## src/rtl/alu_pkg.sv

```systemverilog
// Shared opcode, flag-index and flag-update-policy definitions for the ALU writeback stage.
package alu_pkg;

    typedef enum logic [3:0] {
        OpAdcs = 4'd0,
        OpAdd  = 4'd1,
        OpSbcs = 4'd2,
        OpSubs = 4'd3,
        OpRsbs = 4'd4,
        OpMuls = 4'd5,
        OpAnds = 4'd6,
        OpOrrs = 4'd7,
        OpCmp  = 4'd8
    } opcode_e;

    localparam int unsigned FLAG_N = 3;
    localparam int unsigned FLAG_Z = 2;
    localparam int unsigned FLAG_C = 1;
    localparam int unsigned FLAG_V = 0;

    typedef struct packed {
        logic upd_n;
        logic upd_z;
        logic upd_c;
        logic upd_v;
        logic push;
        logic illegal;
    } upd_mask_t;

    function automatic upd_mask_t upd_mask(input logic [3:0] op);
        upd_mask_t m;
        m = '0;
        case (opcode_e'(op))
            OpAdcs, OpSbcs: begin
                m.upd_n = 1'b1;
                m.upd_z = 1'b1;
                m.upd_c = 1'b1;
                m.upd_v = 1'b1;
                m.push  = 1'b1;
            end
            OpAdd, OpSubs, OpRsbs, OpMuls, OpAnds, OpOrrs: begin
                m.upd_n = 1'b1;
                m.upd_z = 1'b1;
                m.push  = 1'b1;
            end
            OpCmp: begin
                m.upd_n = 1'b1;
                m.upd_z = 1'b1;
            end
            default: m.illegal = 1'b1;
        endcase
        return m;
    endfunction

endpackage

```

## src/rtl/wb_fifo2.sv

```systemverilog
// Two-entry in-order valid/ready FIFO; ready depends only on the registered occupancy.
module wb_fifo2 #(
    parameter int unsigned Width = 35
) (
    input  logic             clk_i,
    input  logic             rst_ni,
    input  logic             push_valid_i,
    output logic             push_ready_o,
    input  logic [Width-1:0] push_data_i,
    output logic             pop_valid_o,
    input  logic             pop_ready_i,
    output logic [Width-1:0] pop_data_o
);

    logic [1:0]       count_q, count_d;
    logic             wr_ptr_q, wr_ptr_d;
    logic             rd_ptr_q, rd_ptr_d;
    logic [Width-1:0] mem_q [2];
    logic [Width-1:0] mem_d [2];
    logic             push_en, pop_en;

    // A full FIFO refuses pushes even when it is popped in the same cycle.
    assign push_ready_o = (count_q != 2'd2);
    assign pop_valid_o  = (count_q != 2'd0);
    assign pop_data_o   = mem_q[rd_ptr_q];
    assign push_en      = push_valid_i && push_ready_o;
    assign pop_en       = pop_valid_o && pop_ready_i;

    always_comb begin
        count_d  = count_q;
        wr_ptr_d = wr_ptr_q;
        rd_ptr_d = rd_ptr_q;
        mem_d    = mem_q;
        if (push_en) begin
            mem_d[wr_ptr_q] = push_data_i;
            wr_ptr_d        = ~wr_ptr_q;
        end
        if (pop_en) begin
            rd_ptr_d = ~rd_ptr_q;
        end
        case ({push_en, pop_en})
            2'b10:   count_d = count_q + 2'd1;
            2'b01:   count_d = count_q - 2'd1;
            default: count_d = count_q;
        endcase
    end

    always_ff @(posedge clk_i) begin
        if (!rst_ni) begin
            count_q  <= 2'd0;
            wr_ptr_q <= 1'b0;
            rd_ptr_q <= 1'b0;
            mem_q[0] <= '0;
            mem_q[1] <= '0;
        end else begin
            count_q  <= count_d;
            wr_ptr_q <= wr_ptr_d;
            rd_ptr_q <= rd_ptr_d;
            mem_q    <= mem_d;
        end
    end

endmodule

```

## src/rtl/alu_writeback.sv

```systemverilog
// ALU writeback: NZCV flag register with per-opcode update policy plus 2-entry result FIFO.
// Define ALU_WB_OVF_EN to compute V for ADCS/SBCS; otherwise V is tied to 0.
module alu_writeback
    import alu_pkg::*;
#(
    parameter int unsigned DATA_W = 32,
    parameter int unsigned TAG_W  = 3
) (
    input  logic              clk,
    input  logic              rst_n,
    input  logic              in_valid,
    output logic              in_ready,
    input  logic [3:0]        in_opcode,
    input  logic [DATA_W-1:0] in_a,
    input  logic [DATA_W-1:0] in_b,
    input  logic [DATA_W-1:0] in_result,
    input  logic              in_carry,
    input  logic              in_negative,
    input  logic              in_zero,
    input  logic [TAG_W-1:0]  in_dest,
    output logic              out_valid,
    input  logic              out_ready,
    output logic [DATA_W-1:0] out_result,
    output logic [TAG_W-1:0]  out_dest,
    output logic [3:0]        flags,
    output logic              err_illegal
);

    localparam int unsigned EntryW = DATA_W + TAG_W;

    upd_mask_t         upd;
    logic              accept;
    logic              is_cmp;
    logic              n_new, z_new;
    logic [3:0]        flags_q, flags_d;
    logic              err_illegal_q, err_illegal_d;
    logic [EntryW-1:0] head_data;

    assign upd    = upd_mask(in_opcode);
    assign accept = in_valid && in_ready;
    assign is_cmp = (in_opcode == OpCmp);
    // CMP carries its own N/Z from the ALU; everything else is derived from the result.
    assign n_new  = is_cmp ? in_negative : in_result[DATA_W-1];
    assign z_new  = is_cmp ? in_zero : (in_result == '0);

`ifdef ALU_WB_OVF_EN
    logic v_new;
    logic a_msb, b_msb, r_msb;

    assign a_msb = in_a[DATA_W-1];
    assign b_msb = in_b[DATA_W-1];
    assign r_msb = in_result[DATA_W-1];
    assign v_new = (in_opcode == OpSbcs) ? ((a_msb != b_msb) && (r_msb != a_msb))
                                         : ((a_msb == b_msb) && (r_msb != a_msb));
`else
    logic unused_ovf;
    assign unused_ovf = ^{in_a, in_b, upd.upd_v};
`endif

    always_comb begin
        flags_d       = flags_q;
        err_illegal_d = accept && upd.illegal;
        if (accept) begin
            if (upd.upd_n) flags_d[FLAG_N] = n_new;
            if (upd.upd_z) flags_d[FLAG_Z] = z_new;
            if (upd.upd_c) flags_d[FLAG_C] = in_carry;
`ifdef ALU_WB_OVF_EN
            if (upd.upd_v) flags_d[FLAG_V] = v_new;
`endif
        end
`ifndef ALU_WB_OVF_EN
        flags_d[FLAG_V] = 1'b0;
`endif
    end

    always_ff @(posedge clk) begin
        if (!rst_n) begin
            flags_q       <= 4'b0000;
            err_illegal_q <= 1'b0;
        end else begin
            flags_q       <= flags_d;
            err_illegal_q <= err_illegal_d;
        end
    end

    assign flags       = flags_q;
    assign err_illegal = err_illegal_q;

    wb_fifo2 #(
        .Width (EntryW)
    ) u_fifo (
        .clk_i        (clk),
        .rst_ni       (rst_n),
        .push_valid_i (in_valid && upd.push),
        .push_ready_o (in_ready),
        .push_data_i  ({in_result, in_dest}),
        .pop_valid_o  (out_valid),
        .pop_ready_i  (out_ready),
        .pop_data_o   (head_data)
    );

    assign out_result = head_data[TAG_W +: DATA_W];
    assign out_dest   = head_data[TAG_W-1:0];

endmodule

```

## config.mk

```make
export PLATFORM = sky130hd
export DESIGN_NAME = alu_writeback
export DESIGN_NICKNAME = d
export VERILOG_FILES = /design/src/rtl/alu_pkg.sv /design/src/rtl/wb_fifo2.sv /design/src/rtl/alu_writeback.sv
export SDC_FILE = /design/constraint.sdc
export NUM_CORES = 1
export LEC_CHECK = 0
export CELL_PAD_IN_SITES_DETAIL_PLACEMENT = 0
export CELL_PAD_IN_SITES_GLOBAL_PLACEMENT = 1
export CORE_MARGIN = 1.5
export CORE_UTILIZATION = 28
export DETAILED_ROUTE_END_ITERATION = 12
export PLACE_DENSITY = 0.87
export SYNTH_ARGS = -nofsm -noshare
export SYNTH_HDL_FRONTEND = slang
export SYNTH_HIERARCHICAL = 1
export SYNTH_SLANG_ARGS = --single-unit
```

## constraint.sdc

```tcl
create_clock -name clk -period 1.53 [get_ports clk]
set_input_delay 0.459 -clock clk [delete_from_list [all_inputs] [get_ports clk]]
set_output_delay 0.459 -clock clk [all_outputs]
set_load 0.01 [all_outputs]
```

# After elaboration in Yosys (flattened, before gate mapping)
# Index checks and enable logic that the tools add are counted.
# op_classes
add_sub_neg	2
order_cmp	3
eq_ne	11
mux	13
bitwise	4
n_reduce_logical	16
# op_table
op	count
35-bit two-way mux	4
70-bit bitwise mux	1
35-bit demux with 1-bit select	1
32-bit zero test	1
4-bit by 3-bit == test with 1-bit output, second input constant	4
9-bit OR reduction	1
4-bit by 2-bit == test with 1-bit output, second input constant	2
8-bit OR reduction	1
1-bit logical AND	6
2-bit AND reduction	3
4-bit by 1-bit == test with 1-bit output, second input constant	1
4-bit == test, second input constant	1
2-bit >= comparator, second input constant	2
4-bit zero test	1
1-bit two-way mux	4
2-bit two-way mux	2
1-bit inverter with 2-bit output	2
2-bit case mux with 2 select lines	1
2-bit nonzero test	2
2-bit by 1-bit adder with 2-bit output, second input constant	1
2-bit by 1-bit == test with 1-bit output, second input constant	1
2-bit == test, second input constant	1
2-bit by 1-bit less-than comparator with 1-bit output, second input constant	1
2-bit != test, second input constant	1
other kinds (3)	4
# word_totals
register_bits	79
inputBits	110
output_inout_bits	42
word_cells	59

# Depth between registers and ports, before layout
# Gate-level depths: netlist of run 1.
# depth
word_depth	7
depth_mapped	6
ltp_nobuf	6

# Modules after synthesis
# The synthesis of run 1 kept the hierarchy.
# modules_own_cells
mod	n_inst	cells_per_inst	area_each_um2	seq_area_each_um2
wb_fifo2	1	325	3296.9	1481.4
alu_writeback	1	34	286.5	80.1

# Worst setup path before layout of run 1
# OpenSTA, ideal clock, no wires.
# synth_timing
path_kind	input -> register
from	input port in_valid
to	register u_fifo.count_q[1]
setup_time_ps	70
arrival_time_ps	1518
required_ps	1460
setup_slack_ps	-59
stages	5
path_buffers	0
path_cell_list	nor2b_1 -> nand2_1 -> ha_1 -> or3_1 -> a21boi_1
# synth_via
elab_chain_cells	4
word_cells_on_any_way	6
cone_classes	eq/ne (2); mux (1); reduce/logical (3)
# synth_rtl
item	line	rtl
start: declaration	alu_writeback.sv:11	input logic in_valid,
1-bit logical AND (*)	alu_writeback.sv:94	.push_valid_i (in_valid && upd.push),
1-bit logical AND (*)	wb_fifo2.sv:26	assign push_en = push_valid_i && push_ready_o;
2-bit by 1-bit == test with 1-bit output / 2-bit == test (equally long branches)	wb_fifo2.sv:41	case ({push_en, pop_en})
2-bit case mux with 2 select lines / 2-bit nonzero test (equally long branches)	-	
end signal: assignment	wb_fifo2.sv:56	count_q <= count_d;
end: declaration	wb_fifo2.sv:15	logic [1:0] count_q, count_d;
# Every way passes the cells marked *; elsewhere a longest branch is shown, timed or not.
# A chain may end at the register's enable or synchronous reset.

# Worst setup path after layout of run 1
# layout_timing
from	register u_fifo.rd_ptr_q
to	output port out_result[20]
# layout_via
elab_chain_cells	4
# layout_rtl
item	line	rtl
start: declaration	wb_fifo2.sv:17	logic rd_ptr_q, rd_ptr_d;
start signal: assignment	wb_fifo2.sv:58	rd_ptr_q <= rd_ptr_d;
1-bit inverter with 2-bit output (not written as such)	wb_fifo2.sv:25	assign pop_data_o = mem_q[rd_ptr_q];
35-bit two-way mux (not written as such) (3 in series)	wb_fifo2.sv:25	
end: declaration	alu_writeback.sv:23	output logic [DATA_W-1:0] out_result,
# No other way between the ends. The select of a mux whose other input is x is not followed.

==> results.md, run 1 <==
- Most frequent cell after synthesis: nand2_1
- Routed via count: 2907
- Detailed placement HPWL: between 6000 and 7000 µm
- Fin. max-slew vios: 0
- IR drop worst, VDD: 0.4218 mV
- Number of global-route vias before repair: 3079
- Final ANT Viol Nets: 0
- Worst Skew: ~0.0035 ns
- Clock transition at path regs: 0.06 ns
- Pin count of the biggest net entering global routing: 50
- Die Footprint: 13490 µm²
- Area after DPL: 4760 µm²
- Crit path kind: reg2out
- Worst Setup End Kind: output port
- Main area contributors after synthesis: dfxtp_1, mux2i_1, nand2_1
- Syn Std Cell Area: 3583 µm²
- WL/cell: 15.23 µm
- Post-Syn Instances: 359
- N_diodes: 0
- Initial Util: 28.51%
- Die height: 116.1 µm
- Final min period: 1.869 ns
- Top Layer Used: met4
- RePlAce Congestion: around 0.76
- Logic pwr share: 32.9%
- Wire length on met1: around 4300 µm
- Die W: roughly 120 µm
- First-pass GRT wire length: 15350 µm
- Row count: 41
- Fin nets: 583
- Vias per cell: 4.486
- Clock network fraction of design power: 33.7%
- Share of layout cells above drive strength 1: 33.19%
- Most instantiated cells after synthesis: nand2_1, dfxtp_1, mux2i_1
- Violated checks: setup timing
- I/O Pins: 152
- RSZ-0062 raised after global routing: true
- Initial antenna violation count: 0
- CTS tree: done
- Crit Reg-Reg Endpoint: u_fifo/count_q[1]
- Max capacitance violation total: 0
- Max Root-Sink Buffers: 2
- CP startpoint kind: flip-flop
- Fin area: between 5000 and 6000 µm²
- Number of synthesized flops with an enable pin: 0
- Total Routing Usage GR: 15.04%
- Latest clock arrival within the worst-skew pair: 0.33 ns
- Routed met3 length: 435 µm
- Clk root buf: clkbuf_16
- Sw frac: 26.43%
- FMAX: 0.5350 GHz
- Worst Hold Class: in2reg
- WHS Endpoint: u_fifo/mem_q[11]
- Leak Pwr: 2.376 nW
- Final hold viol count: 0
- H-tree levels: 3
- # DRC: 0
- Sink Count: 78
- Seq/Total Area, Yosys: 43.58%
- Pwr/cell area: 1243 nW/µm²
- CTS buffer count: 9
- Area growth syn-to-layout: 53.18%
- Crit path arrival time: 1.41 ns
- I/O Buffers: between 80 and 90
- Ys Warns: 6
- Final setup fails: 35
- Internal: 5.021 mW
- Register bit total from synthesis: just under 80
- Reg-to-reg startpoint: u_fifo/count_q[1]
- Final worst slack: -0.3392 ns
- Sequential Power Share: between 30% and 40%
- Met2 Wirelength: roughly 5000 µm
- Core area: about 13000 µm²
- Pre-Repair DR Iteration Count: 4
- Ys flop type: dfxtp_1
- Post-route clock period utilization: 122.2%
- Hold slack: approximately 0.42 ns
- Hold Path Depth: 3
- Setup slack, reg-to-reg: 0.04 ns
- GRT overflow: 0
- Syn nets: between 400 and 500
- Area leader, netlist: dfxtp_1
- Min-delay src: in_result[8]
- Synthesized area per cell: between 9 and 10 µm²
- WL final: around 9900 µm
- Critical path peak fanout: 6
- Worst EP required: 1.07 ns
- Post-synth cell types: 34
- Initial DRC count: 91
- Psw: between 1.5 and 2 mW
- Status: complete, but fails checks
- R2R depth: 6
- Ys async rst share: 0%
- Share of the synthesized area in the top cell type: 43.58%
## through the flow
step | power (mW) | TNS, ns | setup slack [ns] | util (%) | std cells
6_report | 6.824 | -11.30 | -0.3392 | 43.67 | 648
3_5_place_dp | 3.906 | -43.33 | -0.6727 | 37.87 | 623
5_1_grt | 7.142 | -12.80 | -0.3859 | 43.67 | 648
4_1_cts | 6.951 | -13.26 | -0.4602 | 43.37 | 649
2_1_floorplan | 3.169 | 0 | 0.01346 | - | 359
3_3_place_gp | 3.865 | -39.76 | -0.7131 | 37.87 | 623
## state kept, by name (all words and copies together) (netlist names)
register	cells
u_fifo/wr_ptr_q	1
err_illegal	1
u_fifo/count_q	2
u_fifo/rd_ptr_q	1
u_fifo/mem_q	70
flags	3
## logic make-up after synthesis
group,after synthesis,synth area share [%]
buf+inv,25,5.482
xor+xnor,3,0.7334
fa+ha+maj,1,0.3491
compound gates,10,1.850
other cells,1,0.1046
flops,78,43.58
mux,106,30.83
simple gates,135,17.07
## placed cells by master, fill, tap and decap left out, types with 3 or more instances in the layout
master	count
buf_12	9
buf_4	26
buf_6	37
buf_8	4
clkbuf_16	9
clkbuf_2	7
clkdlybuf4s15_1	6
clkdlybuf4s50_1	8
dfxtp_1	76
dlygate4sd2_1	23
dlymetal6s2s_1	3
mux2_4	35
mux2i_1	71
nand2_1	109
nor4_2	6
nor4_4	3
xnor2_1	3
## power by group through the flow
stage | combinational, mW | clock [mW] | sequential [mW]
CTS | 2.31 | 2.37 | 2.27
global route | 2.40 | 2.45 | 2.30
floorplan | 0.877 | 0 | 2.29
detailed placement | 1.60 | 0 | 2.31
global placement | 1.57 | 0 | 2.30
finish | 2.24 | 2.30 | 2.28
## layout make-up
type / count / area [µm²]
Clock buffer: 11 / 252.7
Fill cell: 1213 / 7079
Sequential cell: 78 / 1567
Multi-Input combinational cell: 256 / 2053
Clock inverter: 4 / 70.07
Timing Repair Buffer: 127 / 1331
Tap cell: 172 / 215.2
## worst max-delay path, stage by stage (launching register included)
cell and delay, ns:
dfxtp_4 0.37, buf_12 0.14, buf_8 0.13, mux2_4 0.31, buf_6 0.12
## worst max-delay path by stage
stage | startpoint | end | slack, ns | depth (start not counted)
2_1_floorplan | u_fifo/rd_ptr_q | out_dest[2] | 0.01 | 3
3_3_place_gp | in_result[9] | flags[2] | -0.71 | 6
6_report | u_fifo/rd_ptr_q | out_result[20] | -0.34 | 4
3_5_place_dp | in_result[9] | flags[2] | -0.67 | 6
5_1_grt | u_fifo/rd_ptr_q | out_result[3] | -0.39 | 4
4_1_cts | u_fifo/rd_ptr_q | out_result[4] | -0.46 | 5
## what timing repair did
| action | in CTS | in global routing |
|---|---|---|
| resized for setup | 267 | 47 |
| hold buffers | 0 | 0 |
| cloned | 4 | 0 |
| setup buffers | 8 | 1 |
| endpoints found under the setup margin | 115 | 56 |
| pin swaps | 13 | 12 |
## metal layers
layer  track usage (%)  vias to the layer above
li1                  -                     1448
met1             18.36                     1390
met2             25.88                       59
met3             3.736                       10
met4             5.122                        0
met5                 0                        -
(Power assumes the default switching activity.)
==> inputs of run 2 (changes only) <==
Settings changed: RECOVER_POWER set to 100.
==> results.md, run 2 (same netlist as run 1, synthesis figures left out) <==
- Most frequent cells in the layout: nand2_1, dfxtp_1, mux2i_1 (unchanged)
- Area after DPL: 4760 µm² (unchanged)
- Final hold viol count: 0 (unchanged)
- # DRC: 0 (unchanged)
- Commonest non-fill, non-tap cell in the layout: nand2_1 (unchanged)
- Final ANT Viol Nets: 0 (unchanged)
- GRT overflow: 0 (unchanged)
- Final Util: 43.42% (was 43.67%)
- Status: complete, but fails checks (unchanged)
- FMAX: 0.5350 GHz (about the same)
- I/O Pins: 152 (unchanged)
- I/O Buffers: 86 (unchanged)
- Crit path arrival time: 1.41 ns (about the same)
- Initial DRC count: 92 (was 91)
- Worst Hold Class: in2reg (unchanged)
- Violated checks: setup timing (unchanged)
- Fin nets: 583 (unchanged)
- Max capacitance violation total: 0 (unchanged)
- Initial Util: 28.51% (unchanged)
- Worst Setup End Kind: output port (unchanged)
- Post-route clock period utilization: 122.2% (about the same)
- Worst Skew: 0.003829 ns (was 0.003501 ns)
- Post-Place Worst Slack: -0.6727 ns (unchanged)
- N_diodes: 0 (unchanged)
- First-pass GRT wire length: 15350 µm (unchanged)
- Power consumption: 6.769 mW (was 6.824 mW)
- Register area: 1567 µm² (unchanged)
- WL/cell: 15.23 µm (about the same)
- Row count: 41 (unchanged)
- Top reg by flops: u_fifo/mem_q (unchanged)
- Sink Count: 78 (unchanged)
- CTS buffer count: 9 (unchanged)
- H-tree levels: 3 (unchanged)
- Fin. max-slew vios: 0 (unchanged)
- Initial antenna violation count: 0 (unchanged)
- Core area: 12570 µm² (unchanged)
- Leak Pwr: 2.364 nW (was 2.376 nW)
- RSZ-0062 raised after global routing: true (unchanged)
- Hold slack: 0.4234 ns (was 0.4232 ns)
- Final min period: 1.869 ns (about the same)
- Pre-Repair DR Iteration Count: 6 (was 4)
- Pin count of the biggest net entering global routing: 50 (unchanged)
- Crit path kind: reg2out (unchanged)
- Die W: 116.1 µm (unchanged)
- RePlAce Congestion: 0.7600 (unchanged)
- CTS tree: done (unchanged)
- CP startpoint kind: flip-flop (unchanged)
- Clk root buf: clkbuf_16 (unchanged)
- Number of global-route vias before repair: 3079 (unchanged)
- Final setup fails: 38 (was 35)
- WL final: 9867 µm (was 9871 µm)
- Die Footprint: 13490 µm² (unchanged)
- Worst EP required: 1.07 ns (about the same)
- # fillers: 1218 (was 1213)
- Footprint of the multi-input gates: 2048 µm² (was 2053 µm²)
- Detailed placement HPWL: 6480 µm (unchanged)
- IR drop worst, VDD: 0.4165 mV (was 0.4218 mV)
- Latest clock arrival within the worst-skew pair: 0.33 ns (about the same)
- Vias per cell: 4.481 (was 4.486)
- Critical path peak fanout: 6 (unchanged)
- Die height: 116.1 µm (unchanged)
- Clock transition at path regs: 0.06 ns (about the same)
- Area growth syn-to-layout: 52.30% (was 53.18%)
- Largest register FFs: 70 (unchanged)
- Routed via count: 2904 (was 2907)
- Share of layout cells above drive strength 1: 32.98% (was 33.19%)
- Fin area: 5458 µm² (was 5489 µm²)
- Max Root-Sink Buffers: 2 (unchanged)
- CTS Hold Bufs: 0 (unchanged)
- Final worst slack: -0.3390 ns (was -0.3392 ns)
- Total Routing Usage GR: 15.04% (unchanged)
- Pwr/cell area: 1240 nW/µm² (was 1243 nW/µm²)
-- run 2: changes by cell type in the layout (fill, tap and decap cells not counted), sizes merged --
cell | before | now
clkbuf | 18 | 22
buf | 80 | 76
-- run 2: worst paths after layout --
| check | slack (ns) | cells after the start | to | startpoint |
|---|---|---|---|---|
| setup / recovery | -0.34 | 4 | out_result[20] | u_fifo/rd_ptr_q |
| hold / removal | 0.42 | 3 | u_fifo/mem_q[11] | in_result[8] |
| setup reg to reg | -0.02 | 6 | u_fifo/mem_q[40] | u_fifo/count_q[1] |
| hold reg to reg | 0.46 | 2 | u_fifo/mem_q[1] | u_fifo/mem_q[1] |
-- run 2: what timing repair did --
item / CTS / global route
buffers inserted: 8 / 1
pin swaps: 13 / 12
gates resized for setup: 267 / 47
cloned: 4 / 0
setup endpoints to repair: 115 / 56
-- run 2: critical path, stage by stage, from the launching register on --
cell	delay, ns
dfxtp_4	0.37
buf_12	0.14
buf_8	0.13
mux2_4	0.31
buf_6	0.12
-- run 2: per-stage QoR --
stage | std cells | TNS (ns)
2_1_floorplan | 359 | 0
3_3_place_gp | 623 | -39.76
3_5_place_dp | 623 | -43.33
4_1_cts | 649 | -13.26
5_1_grt | 648 | -16.18
6_report | 648 | -11.36
-- run 2: final cells by class --
class	count	area share, %
flip-flops and latches	78	28.70
repair buffers	127	23.91
multi-input cells	256	37.53
clock buffers	11	4.631
well taps	172	3.943
clock inverters	4	1.284
-- run 2: report_power, final --
group / switching [mW] / total (mW) / internal (mW) / leakage [nW]
Sequential: 0.0900 / 2.28 / 2.19 / 0.635
Combinational: 0.906 / 2.19 / 1.29 / 1.57
Clock: 0.797 / 2.30 / 1.50 / 0.161
-- run 2: routing by layer --
| metal | GRT usage, % | part of all wire, % |
|---|---|---|
| met5 | 0 | 0 |
| met4 | 5.122 | 1.7 |
| met3 | 3.736 | 4.3 |
| met2 | 25.88 | 50 |
| met1 | 18.36 | 44 |
